<file path="config.mk">
export PLATFORM = sky130hd
export DESIGN_NAME = conv_cntrl
export DESIGN_NICKNAME = d
export VERILOG_FILES = /design/src/rtl/conv_pkg.sv /design/src/rtl/conv_raster_cnt.sv /design/src/rtl/conv_cntrl.sv
export SDC_FILE = /design/constraint.sdc
export NUM_CORES = 1
export LEC_CHECK = 0
export CORE_MARGIN = 4
export CORE_UTILIZATION = 35
export DETAILED_ROUTE_END_ITERATION = 10
export PLACE_DENSITY = 0.56
export SETUP_SLACK_MARGIN = 0.1
export SLEW_MARGIN = 10
export SYNTH_ARGS = -nofsm -noshare
export SYNTH_HDL_FRONTEND = slang
export SYNTH_SLANG_ARGS = --single-unit
</file>
<file path="constraint.sdc">
create_clock -name clk -period 7.85 [get_ports clk]
set_input_delay 1.1775 -clock clk [delete_from_list [all_inputs] [get_ports clk]]
set_output_delay 1.1775 -clock clk [all_outputs]
set_load 0.01 [all_outputs]
</file>
<file path="src/rtl/conv_pkg.sv">
// conv_pkg: shared types and limits for the 5x5 convolution control path.
//   IMAGE_MAX_W/H : largest accepted frame dimensions
//   CW/RW         : column/row index widths
//   col_t/row_t   : pixel coordinate types
//   cntrl_state_t : frame sequencer state
//   kernel_pos_t  : per-centre border flags, 1 = that neighbour lies outside the image
package conv_pkg;
   localparam int IMAGE_MAX_W = 4096;
   localparam int IMAGE_MAX_H = 4096;
   localparam int CW          = $clog2(IMAGE_MAX_W);
   localparam int RW          = $clog2(IMAGE_MAX_H);

   typedef logic [CW-1:0] col_t;
   typedef logic [RW-1:0] row_t;

   typedef enum logic [1:0] {
      IDLE  = 2'd0,
      FILL  = 2'd1,
      RUN   = 2'd2,
      FLUSH = 2'd3
   } cntrl_state_t;

   // Bit order, MSB first: w2 w1 e1 e2 n2 n1 s1 s2
   typedef struct packed {
      logic w2;
      logic w1;
      logic e1;
      logic e2;
      logic n2;
      logic n1;
      logic s1;
      logic s2;
   } kernel_pos_t;
endpackage

</file>
<file path="src/rtl/conv_raster_cnt.sv">
// conv_raster_cnt: raster-order (x,y) counter bounded by a runtime W x H.
//   clk, rst : clock, async active-high reset
//   clr      : synchronous return to (0,0)
//   en       : advance one position; x wraps at W-1 and bumps y, y wraps at H-1
//   w, h     : frame dimensions (>= 1)
//   x, y     : current position
//   last     : current position is (W-1,H-1)
module conv_raster_cnt #(
   parameter int CW = 12,
   parameter int RW = 12
) (
   input  logic          clk,
   input  logic          rst,
   input  logic          clr,
   input  logic          en,
   input  logic [CW:0]   w,
   input  logic [RW:0]   h,
   output logic [CW-1:0] x,
   output logic [RW-1:0] y,
   output logic          last
);
   localparam logic [CW:0] ONE_W = (CW+1)'(1);
   localparam logic [RW:0] ONE_H = (RW+1)'(1);

   logic x_end, y_end;

   assign x_end = ({1'b0, x} == (w - ONE_W));
   assign y_end = ({1'b0, y} == (h - ONE_H));
   assign last  = x_end & y_end;

   always_ff @(posedge clk or posedge rst) begin
      if (rst) begin
         x <= '0;
         y <= '0;
      end else if (clr) begin
         x <= '0;
         y <= '0;
      end else if (en) begin
         if (x_end) begin
            x <= '0;
            y <= y_end ? '0 : y + 1'b1;
         end else begin
            x <= x + 1'b1;
         end
      end
   end
endmodule

</file>
<file path="src/rtl/conv_cntrl.sv">
// conv_cntrl: frame sequencer for the 5x5 convolution datapath.
//   Accepts a raster pixel stream, drives line-buffer pushes, appends 2W+2 padding
//   pushes so the window drains, and emits one token per centre pixel with its
//   coordinates and border flags.
// Ports:
//   clk, rst              clock, async active-high reset
//   cfg_start_i/w_i/h_i   frame start and dimensions (sampled in IDLE only)
//   cfg_err_o             1-cycle pulse: start rejected for bad W/H
//   busy_o, done_o        frame in progress / final output handshake
//   in_vld_i, in_rdy_o    input pixel handshake
//   lb_push_o/pad_o/col_o line-buffer shift, padding flag, column address
//   out_vld_o, out_rdy_i  output token handshake (single register stage)
//   out_x_o/y_o/pos_o/eof_o  centre coordinates, border flags, last-centre flag
module conv_cntrl
   import conv_pkg::*;
#(
   parameter int IMAGE_MAX_W = conv_pkg::IMAGE_MAX_W,
   parameter int IMAGE_MAX_H = conv_pkg::IMAGE_MAX_H,
   parameter int CW          = $clog2(IMAGE_MAX_W),
   parameter int RW          = $clog2(IMAGE_MAX_H)
) (
   input  logic          clk,
   input  logic          rst,
   input  logic          cfg_start_i,
   input  logic [CW:0]   cfg_w_i,
   input  logic [RW:0]   cfg_h_i,
   output logic          cfg_err_o,
   output logic          busy_o,
   output logic          done_o,
   input  logic          in_vld_i,
   output logic          in_rdy_o,
   output logic          lb_push_o,
   output logic          lb_pad_o,
   output logic [CW-1:0] lb_col_o,
   output logic          out_vld_o,
   input  logic          out_rdy_i,
   output logic [CW-1:0] out_x_o,
   output logic [RW-1:0] out_y_o,
   output logic [7:0]    out_pos_o,
   output logic          out_eof_o
);
   localparam logic [CW:0]   MIN_W = (CW+1)'(3);
   localparam logic [RW:0]   MIN_H = (RW+1)'(3);
   localparam logic [CW:0]   MAX_W = (CW+1)'(IMAGE_MAX_W);
   localparam logic [RW:0]   MAX_H = (RW+1)'(IMAGE_MAX_H);
   localparam logic [CW:0]   W1    = (CW+1)'(1);
   localparam logic [CW:0]   W2    = (CW+1)'(2);
   localparam logic [CW:0]   W3    = (CW+1)'(3);
   localparam logic [RW:0]   H1    = (RW+1)'(1);
   localparam logic [RW:0]   H2    = (RW+1)'(2);
   localparam logic [RW:0]   H3    = (RW+1)'(3);
   localparam logic [CW-1:0] COL2  = CW'(2);
   localparam logic [RW-1:0] ROW2  = RW'(2);

   cntrl_state_t state_q, state_d;
   logic [CW:0]  w_q;
   logic [RW:0]  h_q;

   logic          adv, push, load, start_ok, cfg_ok, cfg_err_d;
   logic [CW-1:0] ix, cx;
   logic [RW-1:0] iy, cy;
   logic          in_last, c_last, in_cnt_en;
   kernel_pos_t   pos_c, pos_q;

   // A new token may be loaded whenever the output register is empty or draining.
   assign adv    = !out_vld_o | out_rdy_i;
   assign cfg_ok = (cfg_w_i >= MIN_W) && (cfg_w_i <= MAX_W) &&
                   (cfg_h_i >= MIN_H) && (cfg_h_i <= MAX_H);
   assign busy_o = (state_q != IDLE);

   // Padding pushes do not advance the input counter; their column is don't-care.
   assign in_cnt_en = push & ((state_q == FILL) | (state_q == RUN));
   assign lb_col_o  = ((state_q == FILL) || (state_q == RUN)) ? ix : '0;
   assign lb_push_o = push;

   always_comb begin
      state_d   = state_q;
      push      = 1'b0;
      load      = 1'b0;
      start_ok  = 1'b0;
      cfg_err_d = 1'b0;
      in_rdy_o  = 1'b0;
      lb_pad_o  = 1'b0;
      done_o    = 1'b0;
      case (state_q)
         IDLE: begin
            if (cfg_start_i) begin
               if (cfg_ok) begin
                  start_ok = 1'b1;
                  state_d  = FILL;
               end else begin
                  cfg_err_d = 1'b1;
               end
            end
         end
         FILL: begin
            in_rdy_o = adv;
            push     = in_vld_i & adv;
            // Pixel (2,2) completes the first full window; on a 3x3 frame it is
            // also the last input pixel, so go straight to padding.
            if (push && (ix == COL2) && (iy == ROW2)) begin
               load    = 1'b1;
               state_d = in_last ? FLUSH : RUN;
            end
         end
         RUN: begin
            in_rdy_o = adv;
            push     = in_vld_i & adv;
            load     = push;
            if (push && in_last) state_d = FLUSH;
         end
         FLUSH: begin
            // Stop padding once the final centre sits in the output register.
            push     = adv & !(out_vld_o & out_eof_o);
            load     = push;
            lb_pad_o = push;
            done_o   = out_vld_o & out_eof_o & out_rdy_i;
            if (done_o) state_d = IDLE;
         end
         default: state_d = IDLE;
      endcase
   end

   always_ff @(posedge clk or posedge rst) begin
      if (rst) begin
         state_q   <= IDLE;
         w_q       <= '0;
         h_q       <= '0;
         cfg_err_o <= 1'b0;
      end else begin
         state_q   <= state_d;
         cfg_err_o <= cfg_err_d;
         if (start_ok) begin
            w_q <= cfg_w_i;
            h_q <= cfg_h_i;
         end
      end
   end

   conv_raster_cnt #(.CW(CW), .RW(RW)) u_in_cnt (
      .clk  (clk),
      .rst  (rst),
      .clr  (start_ok),
      .en   (in_cnt_en),
      .w    (w_q),
      .h    (h_q),
      .x    (ix),
      .y    (iy),
      .last (in_last)
   );

   conv_raster_cnt #(.CW(CW), .RW(RW)) u_ctr_cnt (
      .clk  (clk),
      .rst  (rst),
      .clr  (start_ok),
      .en   (load),
      .w    (w_q),
      .h    (h_q),
      .x    (cx),
      .y    (cy),
      .last (c_last)
   );

   // Border flags for the current centre, in W/H-width unsigned arithmetic.
   always_comb begin
      logic [CW:0] cxe;
      logic [RW:0] cye;
      cxe      = {1'b0, cx};
      cye      = {1'b0, cy};
      pos_c.w2 = cxe < W2;
      pos_c.w1 = cxe < W1;
      pos_c.e1 = cxe > (w_q - W2);
      pos_c.e2 = cxe > (w_q - W3);
      pos_c.n2 = cye < H2;
      pos_c.n1 = cye < H1;
      pos_c.s1 = cye > (h_q - H2);
      pos_c.s2 = cye > (h_q - H3);
   end

   always_ff @(posedge clk or posedge rst) begin
      if (rst) begin
         out_vld_o <= 1'b0;
         out_x_o   <= '0;
         out_y_o   <= '0;
         pos_q     <= '0;
         out_eof_o <= 1'b0;
      end else if (load) begin
         out_vld_o <= 1'b1;
         out_x_o   <= cx;
         out_y_o   <= cy;
         pos_q     <= pos_c;
         out_eof_o <= c_last;
      end else if (out_rdy_i) begin
         out_vld_o <= 1'b0;
      end
   end

   assign out_pos_o = pos_q;
endmodule

</file>
* Yosys cells after proc, flatten, opt, wreduce, memory -nomap -nowiden
Cells that the tools add are included.
Operators by class: add/subtract/negate cells 10, order comparisons 12, equality and inequality tests 14, multiplexer cells 36, bitwise gates (word level) 9, reduce and logical (&&, ||, !) cells 20
Operator list (count):
- $mux W12 | 15
- $eq A12 B13 Y1 | 4
- $gt A12 B13 Y1 | 4
- $sub A13 B2 Y13 const B | 4
- $add A12 B1 Y12 const B | 4
- $ge A13 B2 Y1 const B | 2
- $le A13 B13 Y1 const B | 2
- $sub A13 B1 Y13 const B | 2
- $eq A12 B2 Y1 const B | 2
- $lt A12 B1 Y1 const B | 2
- $lt A12 B2 Y1 const B | 2
- $mux W1 | 13
- $reduce_bool A2 Y1 | 6
- $mux W2 | 5
- $pmux W2 S4 | 1
- $and A1 B1 Y1 | 7
- $logic_and A1 B1 Y1 | 6
- $ne A2 B2 Y1 const B | 3
- $reduce_and A5 Y1 | 1
- $eq A2 B2 Y1 const B | 2
- $ne A2 B1 Y1 const B | 2
- $reduce_and A2 Y1 | 2
- $pmux W1 S3 | 1
- $eq A2 B1 Y1 const B | 1
- other kinds (6) | 8
Word-level totals: bits in registers 111, input bits 31, word-level logic and storage cells 121

* Logic depth before layout (Yosys ltp)
depth in word-level cells 9, depth in mapped cells 15

* By module
From an unflattened synthesis, not the netlist that was laid out.
Unflattened totals: cells, all modules 1009, area, all modules 9291.4 um^2
By module, submodules not included:
- conv_cntrl | instances 1, cells each 451, area each 4674.5 um^2, sequential area each 1576.5 um^2
- conv_raster_cnt | instances 2, cells each 279, area each 2308.5 um^2, sequential area each 600.6 um^2

* Worst setup path before layout
No wires, ideal clock.
kind reg2reg, start point register h_q[2], end point register state_q[1], library setup time 0.125 ns, arrival time 3.286 ns, data required time 7.725 ns, slack 4.439 ns, stages on the path, launching flop included 13, buffers on the path 2, cells stage by stage dfrtp_1 > clkbuf_1 > inv_1 > ha_1 > or4b_1 > clkbuf_1 > nor4_1 > xnor2_1 > nand3_1 > nor4_1 > nand4_1 > a211oi_1 > mux2_2
Between the ends: cells in the longest elaborated chain, start to end 6
Ends and longest elaborated chain:
- from (decl) | line conv_cntrl.sv:57 | logic [RW:0] h_q;
- from (signal assigned) | line conv_cntrl.sv:135 | h_q <= cfg_h_i;
- $sub A13 B1 Y13 | line conv_raster_cnt.sv:28 | assign y_end = ({1'b0, y} == (h - ONE_H));
- $eq A12 B13 Y1 | line conv_raster_cnt.sv:28
- $and A1 B1 Y1 | line conv_raster_cnt.sv:29 | assign last = x_end & y_end;
- $logic_and A1 B1 Y1 | line conv_cntrl.sv:110 | if (push && in_last) state_d = FLUSH;
- $ne A2 B1 Y1 (no line)
- $reduce_and A5 Y1 (no line)
- to (signal assigned) | line conv_cntrl.sv:131 | state_q <= state_d;
- to (decl) | line conv_cntrl.sv:55 | cntrl_state_t state_q, state_d;
No other way between the ends. A chain may end at the register's enable or synchronous reset.

* Worst setup path in the final report
start point register w_q[0], end point register u_ctr_cnt.y[9]
Between the ends: cells in the longest elaborated chain, start to end 4
Ends and longest elaborated chain:
- from (decl) | line conv_cntrl.sv:56 | logic [CW:0] w_q;
- from (signal assigned) | line conv_cntrl.sv:134 | w_q <= cfg_w_i;
- $sub A13 B1 Y13 | line conv_raster_cnt.sv:27 | assign x_end = ({1'b0, x} == (w - ONE_W));
- $eq A12 B13 Y1 | line conv_raster_cnt.sv:27
- $reduce_bool A2 Y1 (no line)
- $reduce_and A2 Y1 (no line)
- to (signal assigned) | line conv_raster_cnt.sv:41 | y <= y_end ? '0 : y + 1'b1;
- to (decl) | line conv_raster_cnt.sv:19 | output logic [RW-1:0] y,
No other way between the ends.

==> impl_metrics.yaml <==
placed_design:
  port_buffers: 82
  dp_hpwl_um: 18720
  place_congestion: 0.8614
layout:
  fill_cells: 2505
  post-route-util_pct: 41.32
  syn_to_final_growth_pct: 14.89
  antenna_cells: 0
  layout-drive-gt1-share_pct: 5.976
  nNetsFinal: 1165
critical_path:
  cp_slowest_stage_delay_ns: 0.66
  crit_chain: "inv_1 > ha_1 > or3b_1 > or3_1 > or4b_1 > a2111o_1 > nor2_1 > nand3b_1 > a21oi_1"
  crit_arrival_ns: 4.63
  worstPathMaxFanout: 14
  end_kind: "register"
  crit_slowest_cell: "nor2_1"
  worstSetupPathType: "register to register"
  start_kind: "register"
  required_ns: 8.13
global_route:
  grt_antenna_before_repair: 0
  grt_pass1_wl_um: 41480
  grt_max_degree: 59
  grt-ovfl-total: 0
  gr-usage-all-layers_pct: 18.08
  grt_pass1_vias: 7374
yosys:
  syn-num-nets: 1135
  yosysWarnings: 0
  ys_ff_latch: 111
  syn_area_per_cell_um2: 8.541
  syn_area_um2: 8848
  synth_top_flop_cell: "dfrtp_1"
  synth_edf_count: 0
  syn_inst: 1036
  synth_cell_type_count: 67
  async_flop_share_pct: 100.0
  yosysSeqAreaShare_pct: 31.39
timing:
  setup_tns_ns: 0
  slew_viol_final: 0
  rsz0062_at_grt: "false"
  max_freq_mhz: 230.0
  finalCritPeriodShare_pct: 55.39
  worst_pin_slew_ns: 0.9383
  setup_violations: 0
  fin_skew_ns: 0.01194
  period_needed_ns: 4.348
  relSlewSlack_pct: 37.29
  hold_viol_final: 0
route:
  drc: 0
  post_drt_wl_per_cell_um: 18.13
  vias: 7736
  first_iter_violations: 508
  vias_per_cell: 5.546
  wl_um: 25290
  drtPass1Iterations: 6
  ant_nets: 0
clocking:
  cts_resized: 0
  cts_max_level: 3
  clk_pin_slew_ns: 0.08
  cts_setup_buffers: 0
  clk_latency_ns: 0.36
  clockBufferDepth: 2
  cts_tree: "yes"
  hold_buffers: 0
  clock-sinks: 111
  cts_buffers: 9
  cts_root_buf: "clkbuf_16"
die:
  die_height_um: 167
  die_w_um: 167
  core_area_um2: 24600
  start_util_pct: 35.96
  io_pins: 83
  fp.dieArea_um2: 27890
  num_rows: 57
power_and_ir_drop:
  leakagePower_nw: 4.460
  p_per_area_nw_per_um2: 310.5
  vdd_ir_drop_max_v: 0.0002067
flow_run:
  cap_violations: 0
worst_hold_path:
  hold_class: "register to register"
outcome:
  status: "finished clean"
metrics by stage:
step                hold WS, ns  total power (W)  std cells  instance area [um^2]  setup WS (ns)
floorplan                0.4961         0.002190       1036                  8848          3.742
global placement         0.4705         0.002683       1379                  9872          3.509
detailed placement       0.4751         0.002688       1379                  9872          3.465
CTS                      0.4939         0.003171       1395                 10170          3.526
global route             0.5247         0.003436       1395                 10170          3.269
finish                   0.4903         0.003157       1395                 10170          3.502
placed cells by master, fill, tap and decap left out, drive strengths merged, types with 4 or more instances in the layout:
master	Yosys	layout
a2111oi	4	4
clkdlybuf4s50	0	82
nand2b	14	14
nor4b	4	4
or3	4	4
xor2	43	43
a21oi	37	37
a21o	24	24
and2	20	20
a31oi	11	11
nor2	50	50
nor3	18	18
o31ai	8	8
inv	29	30
o21a	5	5
a211o	6	6
o211ai	13	13
ha	68	68
nor2b	12	12
xnor2	49	49
dfrtp	111	111
nand2	132	132
nand3b	10	10
a211oi	7	7
buf	14	7
or4	5	5
nand3	31	31
mux2	21	21
o22ai	6	6
xnor3	7	7
o21ai	77	77
or2	5	5
clkbuf	56	11
nor3b	17	17
nand4	25	25
or3b	4	4
nor4	24	24
and3	36	36
cells in the mapped netlist, types with 7 or more instances:
cell type  count  area (um^2)
nand2b_1      14        87.58
xor2_1        43        376.6
a211oi_1       7        52.55
nor4_1        22        137.6
inv_1         29        108.9
o31ai_1        7        52.55
nor3_1        16        80.08
ha_1          68        850.8
xnor2_1       49        429.2
o21ai_0       76        380.4
nor3b_1       17        127.6
xnor3_1        7        157.7
nor2b_1       12        75.07
nand4_1       25        156.4
o211ai_1      13        97.59
nand3_1       31        155.2
buf_1          7        26.28
nand3b_1      10        75.07
and2_1        19        118.9
a31oi_1       11        68.82
nand2_1      132        495.5
mux2_2        21        236.5
a21oi_1       37        185.2
and3_1        36        225.2
dfrtp_1      111         2778
clkbuf_1      56        210.2
nor2_1        50        187.7
a21o_1        24        180.2
registers in the layout, summed over array words and instances (netlist names):
register,flops
h_q,13
w_q,13
out_x_o,12
out_y_o,12
u_ctr_cnt.x,12
u_ctr_cnt.y,12
u_in_cnt.x,12
u_in_cnt.y,12
out_pos_o,8
state_q,2
cfg_err_o,1
out_eof_o,1
out_vld_o,1
report_power, final:
part	total (W)	internal (W)	switching, W	leakage [nW]
registers	0.000985	0.000678	0.000307	1.49
clock network	0.000470	0.000236	0.000234	0.138
logic	0.00170	0.000764	0.000938	2.83
final timing paths:
check	slack (ns)	end	cells after the start	startpoint
setup / recovery	3.50	u_ctr_cnt.y[9]	9	w_q[0]
hold / removal	0.49	out_y_o[1]	2	out_y_o[1]
setup reg to reg	3.50	u_ctr_cnt.y[9]	9	w_q[0]
hold reg to reg	0.49	out_y_o[1]	2	out_y_o[1]
max in group asynchronous	5.33	w_q[0]	3	rst
min in group asynchronous	1.30	out_x_o[10]	2	rst
worst max-delay path: cells and delay by family, from the launching register on:
kind,cells,cell delay [ns]
AO/OA/AOI/OAI,2,0.83
adder cells (fa/ha/maj),1,0.40
buffers and inverters,1,0.29
flip-flops,1,0.50
AND/OR/NAND/NOR,5,2.26
routing by layer:
layer	routed length (um)	track usage, %	vias to the layer above
li1	-	-	3768
met1	11780	25.54	3767
met2	12360	29.98	186
met3	911	2.181	15
met4	244	3.700	0
met5	0	0	-
area by class of cell:
cell class	count	area (um^2)	share of cell area (%)
clock buffers	11	252.7	2.486
clock inverters	5	41.29	0.4062
inverters	29	111.4	1.095
multi-input cells	826	5704	56.11
flip-flops and latches	111	2778	27.32
well taps	324	405.4	3.988
repair buffers	89	873.3	8.591
logic make-up (layout without fill, tap and decap cells):
kind of cell | count (synthesis) | in the layout | synth area share, %
xor gates and xnor gates | 99 | 99 | 10.89
AOI/OAI and AO/OA | 216 | 216 | 15.60
buffers and inverters | 99 | 134 | 4.327
adders and majority gates | 68 | 68 | 9.615
muxes | 22 | 22 | 2.786
and+or+nand+nor | 421 | 421 | 25.40
DFF | 111 | 111 | 31.39
Note: power is estimated with default switching activity, not from simulation.
